File: src/rtl/cond_unit_if.sv
// Flags/branch interface between issue, writeback and the condition unit.
// master = issue/writeback side, slave = cond_unit.
interface cond_unit_if #(
  parameter int FLAGSIZE = 4,
  parameter int PENDW    = 3
);
  logic                issue_sf;
  logic                sf_ready;
  logic                flags_we;
  logic [FLAGSIZE-1:0] flags_in;
  logic                flush;
  logic                br_valid;
  logic                br_ready;
  logic [1:0]          br_kind;
  logic [3:0]          br_cond;
  logic                br_zero;
  logic                res_valid;
  logic                res_taken;
  logic [FLAGSIZE-1:0] flags_out;
  logic [PENDW-1:0]    pending;
  logic                sf_err;

  modport master (
    output issue_sf, flags_we, flags_in, flush,
    output br_valid, br_kind, br_cond, br_zero,
    input  sf_ready, br_ready, res_valid, res_taken, flags_out, pending, sf_err
  );

  modport slave (
    input  issue_sf, flags_we, flags_in, flush,
    input  br_valid, br_kind, br_cond, br_zero,
    output sf_ready, br_ready, res_valid, res_taken, flags_out, pending, sf_err
  );
endinterface

File: src/rtl/cond_unit.sv
// LEGv8 branch condition unit: architectural NZVC register, pending flag-writer
// tracking, and branch resolution with a stall for B.cond on in-flight flags.
module cond_unit #(
  parameter int FLAGSIZE = 4,
  parameter int PENDW    = 3
) (
  input logic        clk,
  input logic        rst_n,
  cond_unit_if.slave bus
);

  localparam logic [PENDW-1:0] MAXPEND  = {PENDW{1'b1}};
  localparam logic [PENDW-1:0] PEND_ONE = {{(PENDW-1){1'b0}}, 1'b1};
  localparam int FN = 3;
  localparam int FZ = 2;
  localparam int FV = 1;
  localparam int FC = 0;

  typedef enum logic [0:0] {IDLE = 1'b0, WAIT = 1'b1} state_t;

  function automatic logic cond_eval(input logic [3:0] cond, input logic [FLAGSIZE-1:0] f);
    logic r;
    case (cond)
      4'h0:    r = f[FZ];
      4'h1:    r = !f[FZ];
      4'h2:    r = f[FC];
      4'h3:    r = !f[FC];
      4'h4:    r = f[FN];
      4'h5:    r = !f[FN];
      4'h6:    r = f[FV];
      4'h7:    r = !f[FV];
      4'h8:    r = f[FC] && !f[FZ];
      4'h9:    r = !(f[FC] && !f[FZ]);
      4'hA:    r = (f[FN] == f[FV]);
      4'hB:    r = (f[FN] != f[FV]);
      4'hC:    r = !f[FZ] && (f[FN] == f[FV]);
      4'hD:    r = !(!f[FZ] && (f[FN] == f[FV]));
      4'hE:    r = 1'b1;
      4'hF:    r = 1'b1;
      default: r = 1'b1;
    endcase
    return r;
  endfunction

  state_t              state_r;
  state_t              next_state_s;
  logic [3:0]          cond_r;
  logic [PENDW-1:0]    pending_r;
  logic [FLAGSIZE-1:0] flags_r;
  logic                res_valid_r;
  logic                res_taken_r;
  logic                sf_err_r;

  logic                full_s;
  logic                sf_acc_s;
  logic [PENDW-1:0]    pe_s;
  logic                pe_zero_s;
  logic [FLAGSIZE-1:0] fe_s;
  logic                resolve_s;
  logic                taken_s;
  logic                latch_s;

  // Retiring writer and bypassed flags are seen by the same cycle's branch check.
  assign full_s    = (pending_r == MAXPEND);
  assign sf_acc_s  = bus.issue_sf && !full_s;
  assign pe_s      = (bus.flags_we && (pending_r != {PENDW{1'b0}})) ? (pending_r - PEND_ONE) : pending_r;
  assign pe_zero_s = (pe_s == {PENDW{1'b0}});
  assign fe_s      = bus.flags_we ? bus.flags_in : flags_r;

  // FSM state register
  always_ff @(posedge clk or negedge rst_n) begin
    if (!rst_n) begin
      state_r <= IDLE;
    end else begin
      state_r <= next_state_s;
    end
  end

  // FSM next-state logic
  always_comb begin
    next_state_s = state_r;
    case (state_r)
      IDLE: begin
        if (bus.br_valid && (bus.br_kind == 2'b00) && !pe_zero_s && !bus.flush) begin
          next_state_s = WAIT;
        end else begin
          next_state_s = IDLE;
        end
      end
      WAIT: begin
        if (bus.flush || pe_zero_s) begin
          next_state_s = IDLE;
        end else begin
          next_state_s = WAIT;
        end
      end
      default: next_state_s = IDLE;
    endcase
  end

  // FSM output decode: resolve / latch / taken for this cycle
  always_comb begin
    resolve_s = 1'b0;
    taken_s   = 1'b0;
    latch_s   = 1'b0;
    case (state_r)
      IDLE: begin
        if (bus.br_valid) begin
          if ((bus.br_kind != 2'b00) || pe_zero_s) begin
            resolve_s = 1'b1;
            case (bus.br_kind)
              2'b00:   taken_s = cond_eval(bus.br_cond, fe_s);
              2'b01:   taken_s = bus.br_zero;
              2'b10:   taken_s = !bus.br_zero;
              2'b11:   taken_s = 1'b1;
              default: taken_s = 1'b0;
            endcase
          end else begin
            latch_s = !bus.flush;
          end
        end else begin
          resolve_s = 1'b0;
        end
      end
      WAIT: begin
        if (!bus.flush && pe_zero_s) begin
          resolve_s = 1'b1;
          taken_s   = cond_eval(cond_r, fe_s);
        end else begin
          resolve_s = 1'b0;
        end
      end
      default: resolve_s = 1'b0;
    endcase
  end

  // Flags register, pending counter, latched condition and result registers
  always_ff @(posedge clk or negedge rst_n) begin
    if (!rst_n) begin
      flags_r     <= {FLAGSIZE{1'b0}};
      pending_r   <= {PENDW{1'b0}};
      cond_r      <= 4'h0;
      res_valid_r <= 1'b0;
      res_taken_r <= 1'b0;
      sf_err_r    <= 1'b0;
    end else begin
      if (bus.flags_we) begin
        flags_r <= bus.flags_in;
      end
      if (bus.flush) begin
        pending_r <= {PENDW{1'b0}};
      end else begin
        pending_r <= pe_s + {{(PENDW-1){1'b0}}, sf_acc_s};
      end
      if (latch_s) begin
        cond_r <= bus.br_cond;
      end
      res_valid_r <= resolve_s;
      if (resolve_s) begin
        res_taken_r <= taken_s;
      end
      sf_err_r <= sf_err_r || (bus.issue_sf && full_s);
    end
  end

  assign bus.sf_ready  = !full_s;
  assign bus.br_ready  = (state_r == IDLE);
  assign bus.res_valid = res_valid_r;
  assign bus.res_taken = res_taken_r;
  assign bus.flags_out = flags_r;
  assign bus.pending   = pending_r;
  assign bus.sf_err    = sf_err_r;

endmodule
File: src/flat_wrapper.sv
// flat-port wrapper written by rule: the top's interface ports become plain ports
module cond_unit_flat 
#(
  parameter int FLAGSIZE = 4,
  parameter int PENDW    = 3
)
  (clk, rst_n, bus_issue_sf, bus_flags_we, bus_flags_in, bus_flush, bus_br_valid, bus_br_kind, bus_br_cond, bus_br_zero, bus_sf_ready, bus_br_ready, bus_res_valid, bus_res_taken, bus_flags_out, bus_pending, bus_sf_err);
  cond_unit_if #(.FLAGSIZE(FLAGSIZE), .PENDW(PENDW)) bus_i ();
  input logic clk;
  input logic rst_n;
  input wire logic [$bits(bus_i.issue_sf)-1:0] bus_issue_sf;
  input wire logic [$bits(bus_i.flags_we)-1:0] bus_flags_we;
  input wire logic [$bits(bus_i.flags_in)-1:0] bus_flags_in;
  input wire logic [$bits(bus_i.flush)-1:0] bus_flush;
  input wire logic [$bits(bus_i.br_valid)-1:0] bus_br_valid;
  input wire logic [$bits(bus_i.br_kind)-1:0] bus_br_kind;
  input wire logic [$bits(bus_i.br_cond)-1:0] bus_br_cond;
  input wire logic [$bits(bus_i.br_zero)-1:0] bus_br_zero;
  output wire logic [$bits(bus_i.sf_ready)-1:0] bus_sf_ready;
  output wire logic [$bits(bus_i.br_ready)-1:0] bus_br_ready;
  output wire logic [$bits(bus_i.res_valid)-1:0] bus_res_valid;
  output wire logic [$bits(bus_i.res_taken)-1:0] bus_res_taken;
  output wire logic [$bits(bus_i.flags_out)-1:0] bus_flags_out;
  output wire logic [$bits(bus_i.pending)-1:0] bus_pending;
  output wire logic [$bits(bus_i.sf_err)-1:0] bus_sf_err;
  assign bus_i.issue_sf = bus_issue_sf;
  assign bus_i.flags_we = bus_flags_we;
  assign bus_i.flags_in = bus_flags_in;
  assign bus_i.flush = bus_flush;
  assign bus_i.br_valid = bus_br_valid;
  assign bus_i.br_kind = bus_br_kind;
  assign bus_i.br_cond = bus_br_cond;
  assign bus_i.br_zero = bus_br_zero;
  assign bus_sf_ready = bus_i.sf_ready;
  assign bus_br_ready = bus_i.br_ready;
  assign bus_res_valid = bus_i.res_valid;
  assign bus_res_taken = bus_i.res_taken;
  assign bus_flags_out = bus_i.flags_out;
  assign bus_pending = bus_i.pending;
  assign bus_sf_err = bus_i.sf_err;
  cond_unit #(.FLAGSIZE(FLAGSIZE), .PENDW(PENDW)) u_core (.clk(clk), .rst_n(rst_n), .bus(bus_i));
endmodule
File: config.mk
export PLATFORM = sky130hd
export DESIGN_NAME = cond_unit_flat
export DESIGN_NICKNAME = d
export VERILOG_FILES = /design/src/rtl/cond_unit_if.sv /design/src/rtl/cond_unit.sv /design/src/flat_wrapper.sv
export SDC_FILE = /design/constraint.sdc
export NUM_CORES = 1
export LEC_CHECK = 0
export BUFFER_PORTS_ARGS = -buffer_cell sky130_fd_sc_hd__buf_2
export CAP_MARGIN = 25
export CORE_ASPECT_RATIO = 1.5
export CORE_UTILIZATION = 52
export CTS_BUF_LIST = sky130_fd_sc_hd__clkbuf_2
export DETAILED_ROUTE_END_ITERATION = 6
export PLACE_DENSITY = 0.77
export SYNTH_ARGS = -nofsm -noshare
export SYNTH_HDL_FRONTEND = slang
export SYNTH_SLANG_ARGS = --single-unit
File: constraint.sdc
create_clock -name clk -period 3.5 [get_ports clk]
set_input_delay 0.525 -clock clk [delete_from_list [all_inputs] [get_ports clk]]
set_output_delay 0.525 -clock clk [all_outputs]
set_load 0.005 [all_outputs]
==> results of run 1 <==
logic make-up (layout without fill, tap and decap cells):
| logic type | Yosys count | count (layout) | share of synthesized area |
|---|---|---|---|
| adders and majority gates | 5 | 5 | 0.05118 |
| buffers and inverters | 14 | 40 | 0.06448 |
| DFF | 15 | 15 | 0.3071 |
| and+or+nand+nor | 35 | 35 | 0.1597 |
| xor gates and xnor gates | 9 | 9 | 0.06449 |
| muxes | 17 | 17 | 0.1965 |
| AOI/OAI and AO/OA | 23 | 23 | 0.1566 |
cell type report:
class | instances | area, sq um
Clock buffer | 3 | 15.01
Clock inverter | 1 | 5.005
Fill cell | 186 | 868.3
Inverter | 8 | 32.53
Multi-Input combinational cell | 89 | 768.2
Sequential cell | 15 | 375.4
Tap cell | 23 | 28.78
Timing Repair Buffer | 28 | 140.1
layout by cell type, fill, tap and decap left out, drive strengths merged, types with 2 or more instances in the layout:
cell type,count
buf,28
a211oi,2
nor2b,5
nand3b,2
mux4,3
o211ai,2
inv,8
clkbuf,3
dfrtp,15
mux2i,6
a221oi,2
nand2,7
xnor2,8
ha,5
o21ai,3
nand2b,5
or3,3
a21oi,3
nor2,6
mux2,8
routing by layer:
layer  share of wire  wire [microns]  up-vias
met5               0               0        -
met4           0.025              63        0
met3           0.040             103        9
met2            0.55            1400       40
met1            0.39             989      467
li1                -               -      482
sequential cells by signal, summed over array words and instances (netlist names):
register and count:
u_core.bus.pending 3, u_core.state_r 1, u_core.bus.sf_err 1, u_core.bus.res_taken 1
u_core.bus.flags_out 4, u_core.cond_r 4, u_core.bus.res_valid 1
stage by stage:
stage	util	power, mW
4_1_cts	0.6112	0.7737
3_3_place_gp	0.6022	0.6738
2_1_floorplan	-	0.5771
6_report	0.6112	0.7739
5_1_grt	0.6112	0.8302
3_5_place_dp	0.6022	0.6856
worst reg2reg max path, cell delays in order, from the launching register on:
cell                       delay, ps
sky130_fd_sc_hd__dfrtp_1         490
sky130_fd_sc_hd__inv_1           110
sky130_fd_sc_hd__ha_1            240
sky130_fd_sc_hd__nor2b_1         140
sky130_fd_sc_hd__o211ai_2        160
sky130_fd_sc_hd__a21oi_2         100
sky130_fd_sc_hd__or3_1           340
sky130_fd_sc_hd__or3_1           450
sky130_fd_sc_hd__mux2_4          340
power by group through the flow:
| stage | combinational (mW) | clock [mW] | sequential [mW] |
|---|---|---|---|
| global route | 0.427 | 0.0981 | 0.305 |
| finish | 0.384 | 0.0935 | 0.297 |
| global placement | 0.378 | 0 | 0.296 |
| CTS | 0.388 | 0.0900 | 0.296 |
| floorplan | 0.293 | 0 | 0.285 |
| detailed placement | 0.386 | 0 | 0.299 |
how the worst min path moves through the flow:
stage	slack [ps]	endpoint	cells past startpoint	startpoint
2_1_floorplan	230	u_core.bus.flags_out[0]	0	rst_n
3_3_place_gp	450	u_core.bus.flags_out[0]	1	rst_n
3_5_place_dp	450	u_core.bus.flags_out[0]	1	rst_n
5_1_grt	90	u_core.bus.flags_out[0]	1	rst_n
4_1_cts	90	u_core.bus.flags_out[0]	1	rst_n
6_report	60	u_core.bus.flags_out[0]	1	rst_n
==> qor.txt, run 1 <==
==============================================================================
GRT met1 Usage                                                          0.2222
Worst voltage drop across the vdd grid                               0.3402 mV
Timing endpoint of the critical path                              u_core.cond_r[1]
Average size of a mapped cell                                      10.36 sq um
Final sum of negative setup slack                                         0 ps
Cells taking the most area after synthesis                        sky130_fd_sc_hd__dfrtp_1, sky130_fd_sc_hd__mux2_4, sky130_fd_sc_hd__xnor2_1
Buffers and inverters on the worst path                                      1
Antenna diode count                                                          0
Gate family responsible for the most delay along the worst path   simple AND/OR/NAND/NOR gates
First-pass GRT wire length                                        3981 microns
Gpl congestion                                                          0.8387
Total clock sinks                                                           15
Headroom to the max-slew limit                                          0.7499
Overall routed net length                                         2557 microns
Net switching fraction of the power                                     0.3995
Detailed placement HPWL                                           2017 microns
Path class of the lowest-slack min-delay path                     input pin to async pin
Critical path's most frequent cell                                sky130_fd_sc_hd__or3_1
Switching component of the power                                     0.3092 mW
IO Pins                                                                     29
Power share of the sequential group                                      0.383
Post-synth EDFFs                                                             0
Die height                                                        61.38 microns
Residual DRC                                                                 0
Worst hold-check slack                                                60.72 ps
Number of buffers on the longest clock path                                  2
Non-Filler Cell Area, Final                                         1365 sq um
Startpoint of the most critical register-to-register path         u_core.bus.pending[0]
Largest net degree at the start of global routing                           16
Net count after synthesis                                                  140
Yosys Warn Count                                                             0
CP cell instances                                                 inv_1 -> ha_1 -> nor2b_1 -> o211ai_2 -> a21oi_2 -> or3_1 -> or3_1 -> mux2_4
Flop2flop setup slack                                                  1010 ps
Cell type contributing the most total cell area after synthesis   sky130_fd_sc_hd__dfrtp_1
Total of flip-flops plus latches after synthesis                            15
GR Layer Usage met2                                                     0.3929
Fmax                                                                0.4020 GHz
Number of gates given a new drive strength after cts                         0
Layout overhead on the synthesized area                                 11.67%
Worst path depth                                                             8
Capturing element type of the critical path                          flip-flop
Row count                                                                   21
Number of setup buffers added after CTS                                      0
Number of placed instances, taps included                                  163
Leak                                                                 0.6434 nW
Post-layout worst setup margin                                         1012 ps
Initial Utilization                                                     0.5473
Total of max-cap violations                                                  0
Max-slew violation total from the final report                               0
Slowest cell on the critical path                                 sky130_fd_sc_hd__dfrtp_1
Final global-route overflow total                                            0
Pre-Repair DR Iteration Count                                                4
Post-cts hold buffer count                                                   0
Final net count                                                            167
Clock Latency Late Sink                                                 330 ps
Outcome                                                           finished clean
Sequential fraction of the synthesis area                               0.3071
Global-route layer with the greatest usage                                met2
Average wire per standard cell                                    15.31 microns
Critical Path Max Stage Delay                                           490 ps
Die Footprint                                                       2552 sq um
Data arrival time of the critical path                                 2700 ps
Fraction of layout cells with a size suffix above 1                     0.3611
CTS tree                                                                  done
Clock root buffer                                                 sky130_fd_sc_hd__clkbuf_2
Clk network pwr share                                                    0.121
WS Path Type                                                      flip-flop to flip-flop
Max H-tree Level                                                             1
Final Hold Fails                                                             0
Final worst-path cycle share                                            0.7108
List of most frequent post-synthesis cells                        sky130_fd_sc_hd__dfrtp_1, sky130_fd_sc_hd__xnor2_1, sky130_fd_sc_hd__inv_1
Area of the core region                                             2233 sq um
Number of vias after detailed routing                                      998
Placement-stage worst setup slack                                      1042 ps
Worst-case clock skew                                                 24.79 ps
Area share of the largest cell type after synthesis                     0.3071
Via count of the first global-routing pass                                 955
Cts bufs inserted                                                            3
X dimension of the die                                            41.59 microns
Number of standard cells after synthesis                                   118
Critical path origin                                              u_core.bus.pending[0]
Worst Max-Slew Pin Slew                                               372.4 ps
Global-route track usage on met3                                       0.02639
Top_reg_cell synth                                                sky130_fd_sc_hd__dfrtp_1
Antenna violation net count after detailed routing                           0
RSZ-0062 raised after global routing                                     false
Initial antenna violation count                                              0
Cell-internal power                                                  0.4647 mW
Iteration-0 DRC count of the detailed router                                22
Reg-to-reg endpoint                                               u_core.cond_r[1]
Setup violations, final                                                      0
Clk slew on worst S/H paths                                             190 ps
Power Dens Cells                                                  566.9 nW/um^2
Async set or reset register ratio after synthesis                        1.000
Summed instance area of the synthesized netlist                     1222 sq um
Power share of the combinational group                                   0.496
Worst Path Max Fanout                                                        5
Final Non-Filler Cells                                                     167
Min Clock Period, post-route                                           2488 ps
Post-placement cell area                                            1345 sq um
Most used standard cell by instance count after synthesis         sky130_fd_sc_hd__dfrtp_1
Logic depth of the worst register-to-register path                           8
Critical path required time                                            3710 ps
PortBufs                                                                    28
Nature of the critical path startpoint                               flip-flop
GRT Overall Usage                                                       0.2061
Number of distinct library cells after synthesis                            48
Number of vias per cell after detailed routing                           5.976
==============================================================================
Note: power is estimated with default switching activity, not from simulation.
==> run 2: changes to the inputs <==
--- a/config.mk
+++ b/config.mk
@@ -5,10 +5,11 @@
 export SDC_FILE = /design/constraint.sdc
 export NUM_CORES = 1
 export LEC_CHECK = 0
+export ABC_AREA = 1
 export BUFFER_PORTS_ARGS = -buffer_cell sky130_fd_sc_hd__buf_2
 export CAP_MARGIN = 25
 export CORE_ASPECT_RATIO = 1.5
-export CORE_UTILIZATION = 52
+export CORE_UTILIZATION = 50
 export CTS_BUF_LIST = sky130_fd_sc_hd__clkbuf_2
 export DETAILED_ROUTE_END_ITERATION = 6
 export PLACE_DENSITY = 0.77
==> constraint.sdc (replaced) <==
create_clock -name clk -period 2.2 [get_ports clk]
set_input_delay 0.33 -clock clk [delete_from_list [all_inputs] [get_ports clk]]
set_output_delay 0.33 -clock clk [all_outputs]
set_load 0.005 [all_outputs]
==> run 2 against run 1 <==
  * Maximum frequency rose by 43%
  * Clock skew fell by 12 ps
  * Via count is 31% higher
  * Register-to-register slack worse by 560 ps
  * Clock-buffer cell count grew 1
  * Critical path type unchanged
  * Power rose by 63%
  * Critical endpoint is now u_core.bus.pending[2]
  * Wire length increased by 5.4%
  * Final area grew 5.6%
  * Combinational power increased by 77%
==> qor.txt, run 2 <==
==============================================================================
Critical path required time                                            2430 ps
Gpl congestion                                                          0.7749
Average size of a mapped cell                                      6.081 sq um
Overall routed net length                                         2696 microns
Final net count                                                            261
Power share of the sequential group                                      0.356
Max-slew violation total from the final report                               0
Path class of the lowest-slack min-delay path                     input pin to flip-flop
Post-synth EDFFs                                                             0
Die height                                                        63.45 microns
Iteration-0 DRC count of the detailed router                                32
Largest net degree at the start of global routing                           16
Non-Filler Cell Area, Final                                         1441 sq um
Headroom to the max-slew limit                                          0.7698
First-pass GRT wire length                                        4705 microns
Sequential fraction of the synthesis area                               0.2982
Worst Path Max Fanout                                                        4
Layout overhead on the synthesized area                                 14.51%
Summed instance area of the synthesized netlist                     1259 sq um
Row count                                                                   21
Initial antenna violation count                                              0
Final sum of negative setup slack                                         0 ps
Area share of the largest cell type after synthesis                     0.2982
Min Clock Period, post-route                                           1745 ps
Antenna diode count                                                          0
Residual DRC                                                                 0
Worst-case clock skew                                                 12.91 ps
Initial Utilization                                                     0.5444
Number of distinct library cells after synthesis                            21
Detailed placement HPWL                                           2207 microns
Total clock sinks                                                           15
Leak                                                                 0.8902 nW
X dimension of the die                                            42.97 microns
Final Hold Fails                                                             0
Via count of the first global-routing pass                                1180
Number of vias after detailed routing                                     1305
Clock root buffer                                                 sky130_fd_sc_hd__clkbuf_2
Fill cell instance count of the final layout                               235
Cell type contributing the most total cell area after synthesis   sky130_fd_sc_hd__dfrtp_1
GR Layer Usage met2                                                     0.4186
Data arrival time of the critical path                                 1970 ps
Net switching fraction of the power                                     0.4661
GRT met1 Usage                                                          0.2419
Cells taking the most area after synthesis                        sky130_fd_sc_hd__dfrtp_1, sky130_fd_sc_hd__nand2_1, sky130_fd_sc_hd__inv_1
Nature of the critical path startpoint                               flip-flop
RSZ-0062 raised after global routing                                     false
Capturing element type of the critical path                          flip-flop
Area of the core region                                             2312 sq um
Most used standard cell by instance count after synthesis         sky130_fd_sc_hd__nand2_1
Die Footprint                                                       2726 sq um
GRT Overall Usage                                                       0.2247
Worst Max-Slew Pin Slew                                               345.3 ps
PortBufs                                                                    28
CTS tree                                                                  done
Global-route track usage on met3                                       0.02865
Final global-route overflow total                                            0
Fmax                                                                0.5730 GHz
Antenna violation net count after detailed routing                           0
Async set or reset register ratio after synthesis                        1.000
Number of buffers on the longest clock path                                  2
Post-layout worst setup margin                                        454.8 ps
Number of standard cells after synthesis                                   207
Yosys Warn Count                                                             0
Pre-Repair DR Iteration Count                                                4
Cell-internal power                                                  0.6752 mW
IO Pins                                                                     29
Outcome                                                           finished clean
Cts bufs inserted                                                            3
Clock Latency Late Sink                                                 290 ps
Global-route layer with the greatest usage                                met2
Top_reg_cell synth                                                sky130_fd_sc_hd__dfrtp_1
Average wire per standard cell                                    10.33 microns
Most common library cell in the layout ignoring fill and taps     sky130_fd_sc_hd__nand2_1
Clk network pwr share                                                    0.107
Net count after synthesis                                                  229
Power share of the combinational group                                   0.536
Power Dens Cells                                                  877.5 nW/um^2
Number of vias per cell after detailed routing                           5.000
Most used cells in the layout excluding fill and tap cells        sky130_fd_sc_hd__nand2_1, sky130_fd_sc_hd__inv_1, sky130_fd_sc_hd__nor2_1, sky130_fd_sc_hd__buf_2, sky130_fd_sc_hd__nand3_1
Combined flip-flop and latch cell area                             375.4 sq um
WS Path Type                                                      flip-flop to flip-flop
Setup violations, final                                                      0
Post-placement cell area                                            1411 sq um
Utilization after layout                                                0.6234
Combined area of the multi-input logic cells                       720.7 sq um
Total of flip-flops plus latches after synthesis                            15
List of most frequent post-synthesis cells                        sky130_fd_sc_hd__nand2_1, sky130_fd_sc_hd__inv_1, sky130_fd_sc_hd__nor2_1
Clk slew on worst S/H paths                                             150 ps
Fraction of layout cells with a size suffix above 1                     0.1891
Power Total                                                           1.265 mW
Total of max-cap violations                                                  0
Worst voltage drop across the vdd grid                               0.4955 mV
Placement-stage worst setup slack                                     445.3 ps
Max H-tree Level                                                             1
Switching component of the power                                     0.5896 mW
Final worst-path cycle share                                            0.7933
Number of setup buffers added after CTS                                      0
==============================================================================
-- run 2: cell types whose count changed after synthesis, sizes merged, moves of 3 or more --
cell / previous run / this run
o21ai: 3 / 6
nand2b: 5 / 0
buf: 5 / 2
nor2b: 5 / 0
mux2i: 6 / 1
mux2: 8 / 0
inv: 8 / 37
nand3: 1 / 21
mux4: 3 / 0
nand2: 7 / 81
xnor2: 8 / 0
nor2: 6 / 29
a21oi: 3 / 6
or3: 3 / 0
-- run 2: kinds of logic after synthesis --
logic type                 count (synthesis)  share of synthesized area
muxes                                      1                   0.007953
and+or+nand+nor                          133                     0.4523
DFF                                       15                     0.2982
buffers and inverters                     39                     0.1292
AOI/OAI and AO/OA                         14                    0.06262
adders and majority gates                  5                    0.04970
-- run 2: through the flow --
stage               hold WS (ps)  cells
floorplan                  34.41    207
detailed placement         257.6    256
finish                     248.3    261
global route               239.0    261
global placement           255.9    256
CTS                        236.8    261
-- run 2: final timing paths --
check                                      startpoint                    end  slack, ps  cells after the start
worst max-delay path            u_core.bus.pending[0]  u_core.bus.pending[2]        450                     12
worst min-delay path                        bus_flush  u_core.bus.pending[2]        250                      2
worst max register to register  u_core.bus.pending[0]  u_core.bus.pending[2]        450                     12
worst min register to register      u_core.bus.sf_err      u_core.bus.sf_err        490                      1
max in group asynchronous                       rst_n       u_core.cond_r[0]       1490                      2
min in group asynchronous                       rst_n       u_core.cond_r[3]        450                      2
-- run 2: power groups by stage --
stage | registers [mW] | clock network, mW | logic, mW
2_1_floorplan | 0.434 | 0 | 0.520
3_5_place_dp | 0.454 | 0 | 0.682
3_3_place_gp | 0.451 | 0 | 0.670
6_report | 0.450 | 0.136 | 0.679
5_1_grt | 0.467 | 0.151 | 0.794
4_1_cts | 0.448 | 0.141 | 0.687
-- run 2: critical path, stage by stage (launching register included) --
cell                      delay, ps
sky130_fd_sc_hd__dfrtp_1        430
sky130_fd_sc_hd__inv_1          110
sky130_fd_sc_hd__ha_1           200
sky130_fd_sc_hd__nand2_2         80
sky130_fd_sc_hd__nand2_1         80
sky130_fd_sc_hd__nand2_1         50
sky130_fd_sc_hd__nand2_1        100
sky130_fd_sc_hd__inv_1           50
sky130_fd_sc_hd__ha_1           170
sky130_fd_sc_hd__ha_1           190
sky130_fd_sc_hd__inv_1           50
sky130_fd_sc_hd__nor2_1          40
sky130_fd_sc_hd__nor3_1         140
-- run 2: repair_timing --
item,in CTS,in global routing
endpoints found under the setup margin,0,0
resized for setup,0,0
hold endpoints to repair,15,0
hold buffers,1,0
-- run 2: layer usage --
layer,vias up,routed length (microns)
li1,691,-
met1,576,1079
met2,32,1460
met3,6,87
met4,0,69
met5,-,0
-- run 2: area by class of cell --
type                    instances  area share
flip-flops and latches         15      0.2604
inverters                      37      0.1016
multi-input cells             153      0.5000
repair buffers                 29      0.1042
well taps                      23     0.01997
clock buffers                   4     0.01389
==> run 3: changes to the inputs <==
==> constraint.sdc (replaced) <==
create_clock -name clk -period 1.5 [get_ports clk]
set_input_delay 0.225 -clock clk [delete_from_list [all_inputs] [get_ports clk]]
set_output_delay 0.225 -clock clk [all_outputs]
set_load 0.005 [all_outputs]
==> run 3 against run 2 <==
  * The run now ends with negative setup slack left
  * Setup slack worse by 580 ps
  * Cell count is 6.1% higher
  * Power is 91% higher
  * Clock-buffer cell count stayed put
  * Sequential share of layout area is 3.8 points lower
  * Clock power is 45% higher
  * Clock skew is 7.6 ps lower
==> qor.txt, run 3 (synthesis results as in run 2) <==
==============================================================================
Outcome                                                           complete, but fails checks
Violated checks                                                   negative setup slack
Total clock sinks                                                           15
Post-layout worst setup margin                                       -122.3 ps
Clock root buffer                                                 sky130_fd_sc_hd__clkbuf_2
Overall routed net length                                         3065 microns
Switching component of the power                                      1.094 mW
Antenna violation net count after detailed routing                           0
Worst voltage drop across the vdd grid                               0.7423 mV
Headroom to the max-slew limit                                          0.6628
Most common library cell in the layout ignoring fill and taps     sky130_fd_sc_hd__nand2_1
Clk network pwr share                                                    0.082
Gate family responsible for the most delay along the worst path    adder cells
Die height                                                        63.45 microns
Residual DRC                                                                 0
WS Path Type                                                      flip-flop to flip-flop
Worst-case clock skew                                                 5.296 ps
Antenna diode count                                                          0
Detailed placement HPWL                                           2320 microns
PortBufs                                                                    28
Number of vias per cell after detailed routing                           5.040
Worst Hold Depth                                                             2
Fmax                                                                0.6164 GHz
Startpoint of the lowest-slack hold path                             bus_flush
Clk slew on worst S/H paths                                             130 ps
Initial Utilization                                                     0.5444
Reg-to-reg endpoint                                               u_core.bus.pending[1]
Worst Path Max Fanout                                                        3
Worst hold-check slack                                                175.8 ps
Buffers and inverters on the worst path                                      3
Layout overhead on the synthesized area                                 34.29%
Power share of the sequential group                                      0.267
Final global-route overflow total                                            0
Critical Path Max Stage Delay                                           390 ps
Fill cell instance count of the final layout                               197
Final worst-path cycle share                                             1.082
Net switching fraction of the power                                     0.4535
Final net count                                                            277
Setup violations, final                                                      8
Average wire per standard cell                                    11.06 microns
Min Clock Period, post-route                                           1622 ps
Largest net degree at the start of global routing                           16
Flop2flop setup slack                                                  -120 ps
Final Non-Filler Cells                                                     277
Max-slew violation total from the final report                               0
CTS tree                                                                  done
Non-Filler Cell Area, Final                                         1690 sq um
Total of max-cap violations                                                  0
Utilization after layout                                                0.7311
Logic depth of the worst register-to-register path                          10
Final Hold Fails                                                             0
Cts bufs inserted                                                            3
Number of placed instances, taps included                                  269
Hold Path Sink                                                    u_core.bus.pending[1]
Path class of the lowest-slack min-delay path                     input pin to flip-flop
Area of the core region                                             2312 sq um
Die Footprint                                                       2726 sq um
Most used cells in the layout excluding fill and tap cells        sky130_fd_sc_hd__nand2_1, sky130_fd_sc_hd__inv_1, sky130_fd_sc_hd__buf_2, sky130_fd_sc_hd__nor2_1, sky130_fd_sc_hd__nand3_1
First-pass GRT wire length                                        5188 microns
Slowest cell on the critical path                                 sky130_fd_sc_hd__dfrtp_1
Via count of the first global-routing pass                                1367
Max H-tree Level                                                             1
Capturing element type of the critical path                          flip-flop
GRT Overall Usage                                                       0.2461
Data arrival time of the critical path                                 1850 ps
Clock Latency Late Sink                                                 280 ps
Initial antenna violation count                                              0
Pre-Repair DR Iteration Count                                                4
Power share of the combinational group                                   0.651
Startpoint of the most critical register-to-register path         u_core.bus.pending[0]
RSZ-0062 raised after global routing                                      true
X dimension of the die                                            42.97 microns
Row count                                                                   21
Leak                                                                 0.9780 nW
Fraction of layout cells with a size suffix above 1                     0.3543
Worst Max-Slew Pin Slew                                               503.9 ps
Number of buffers on the longest clock path                                  2
Nature of the critical path startpoint                               flip-flop
Cell-internal power                                                   1.318 mW
Post-placement cell area                                            1536 sq um
CP cell instances                                                 inv_2 -> ha_4 -> a21oi_2 -> nand2_1 -> nand2_2 -> inv_2 -> ha_4 -> ha_4 -> inv_2 -> nor2_2
Power Dens Cells                                                  1426 nW/um^2
Critical path required time                                            1720 ps
Number of vias after detailed routing                                     1396
IO Pins                                                                     29
Iteration-0 DRC count of the detailed router                                19
Gpl congestion                                                          0.8573
==============================================================================
==> run 3: cell types whose count changed in the layout (fill, tap and decap cells not counted), sizes merged <==
cell	change
nand2	+1
buf	+15
==> run 3: worst max path at each step <==
stage,start,end,slack [ps],cells past startpoint
detailed placement,u_core.bus.pending[1],u_core.bus.pending[1],-100,11
global placement,u_core.bus.pending[1],u_core.bus.pending[2],-60,12
global route,u_core.bus.pending[0],u_core.bus.res_taken,-220,12
CTS,u_core.bus.pending[0],u_core.bus.res_taken,-90,12
floorplan,u_core.bus.pending[0],u_core.bus.pending[2],-30,11
finish,u_core.bus.pending[0],u_core.bus.pending[1],-120,10
==> run 3: through the flow <==
step	setup slack, ps	power [mW]	TNS, ps
after floorplan	-32.64	1.450	-32.64
after global placement	-58.56	1.893	-146.5
after detailed placement	-99.05	1.929	-469.9
after CTS	-92.53	2.282	-479.3
after global routing	-215.6	2.633	-1635
final	-122.3	2.411	-799.8
==> run 3: what timing repair did <==
action,in CTS,in global routing
setup buffers,1,1
pin swaps,10,5
hold endpoints to repair,15,0
hold buffers,1,0
gates resized for setup,19,13
gates cloned,1,0
setup endpoints to repair,9,10
==> run 3: worst reg2reg max path, delay by kind of cell (launching register included) <==
family | cells | cell delay (ps)
buf+inv | 3 | 140
flops | 1 | 390
compound gates | 1 | 150
fa+ha+maj | 3 | 580
simple gates | 3 | 300
==> run 3: layout make-up <==
class	count	area, sq um	area share
sequential	15	375.4	0.2221
inverter	37	146.4	0.08660
clock buffer	4	20.02	0.01184
timing repair buffer	44	262.8	0.1554
tap	23	28.78	0.01702
multi-input combinational	154	857.1	0.5070
==> run 3: routing by layer <==
layer / wire, microns / part of all wire / vias up / track usage
met5: 0 / 0 / - / 0
met1: 1167 / 0.38 / 633 / 0.2514
li1: - / - / 728 / -
met4: 82 / 0.027 / 0 / 0.1098
met2: 1746 / 0.57 / 28 / 0.4811
met3: 68 / 0.022 / 7 / 0.01719
==> run 3: power by group through the flow <==
stage / clock network, mW / registers [mW] / logic (mW)
6_report: 0.197 / 0.644 / 1.57
5_1_grt: 0.217 / 0.662 / 1.75
4_1_cts: 0.203 / 0.644 / 1.43
3_5_place_dp: 0 / 0.653 / 1.28
3_3_place_gp: 0 / 0.649 / 1.24
2_1_floorplan: 0 / 0.641 / 0.810
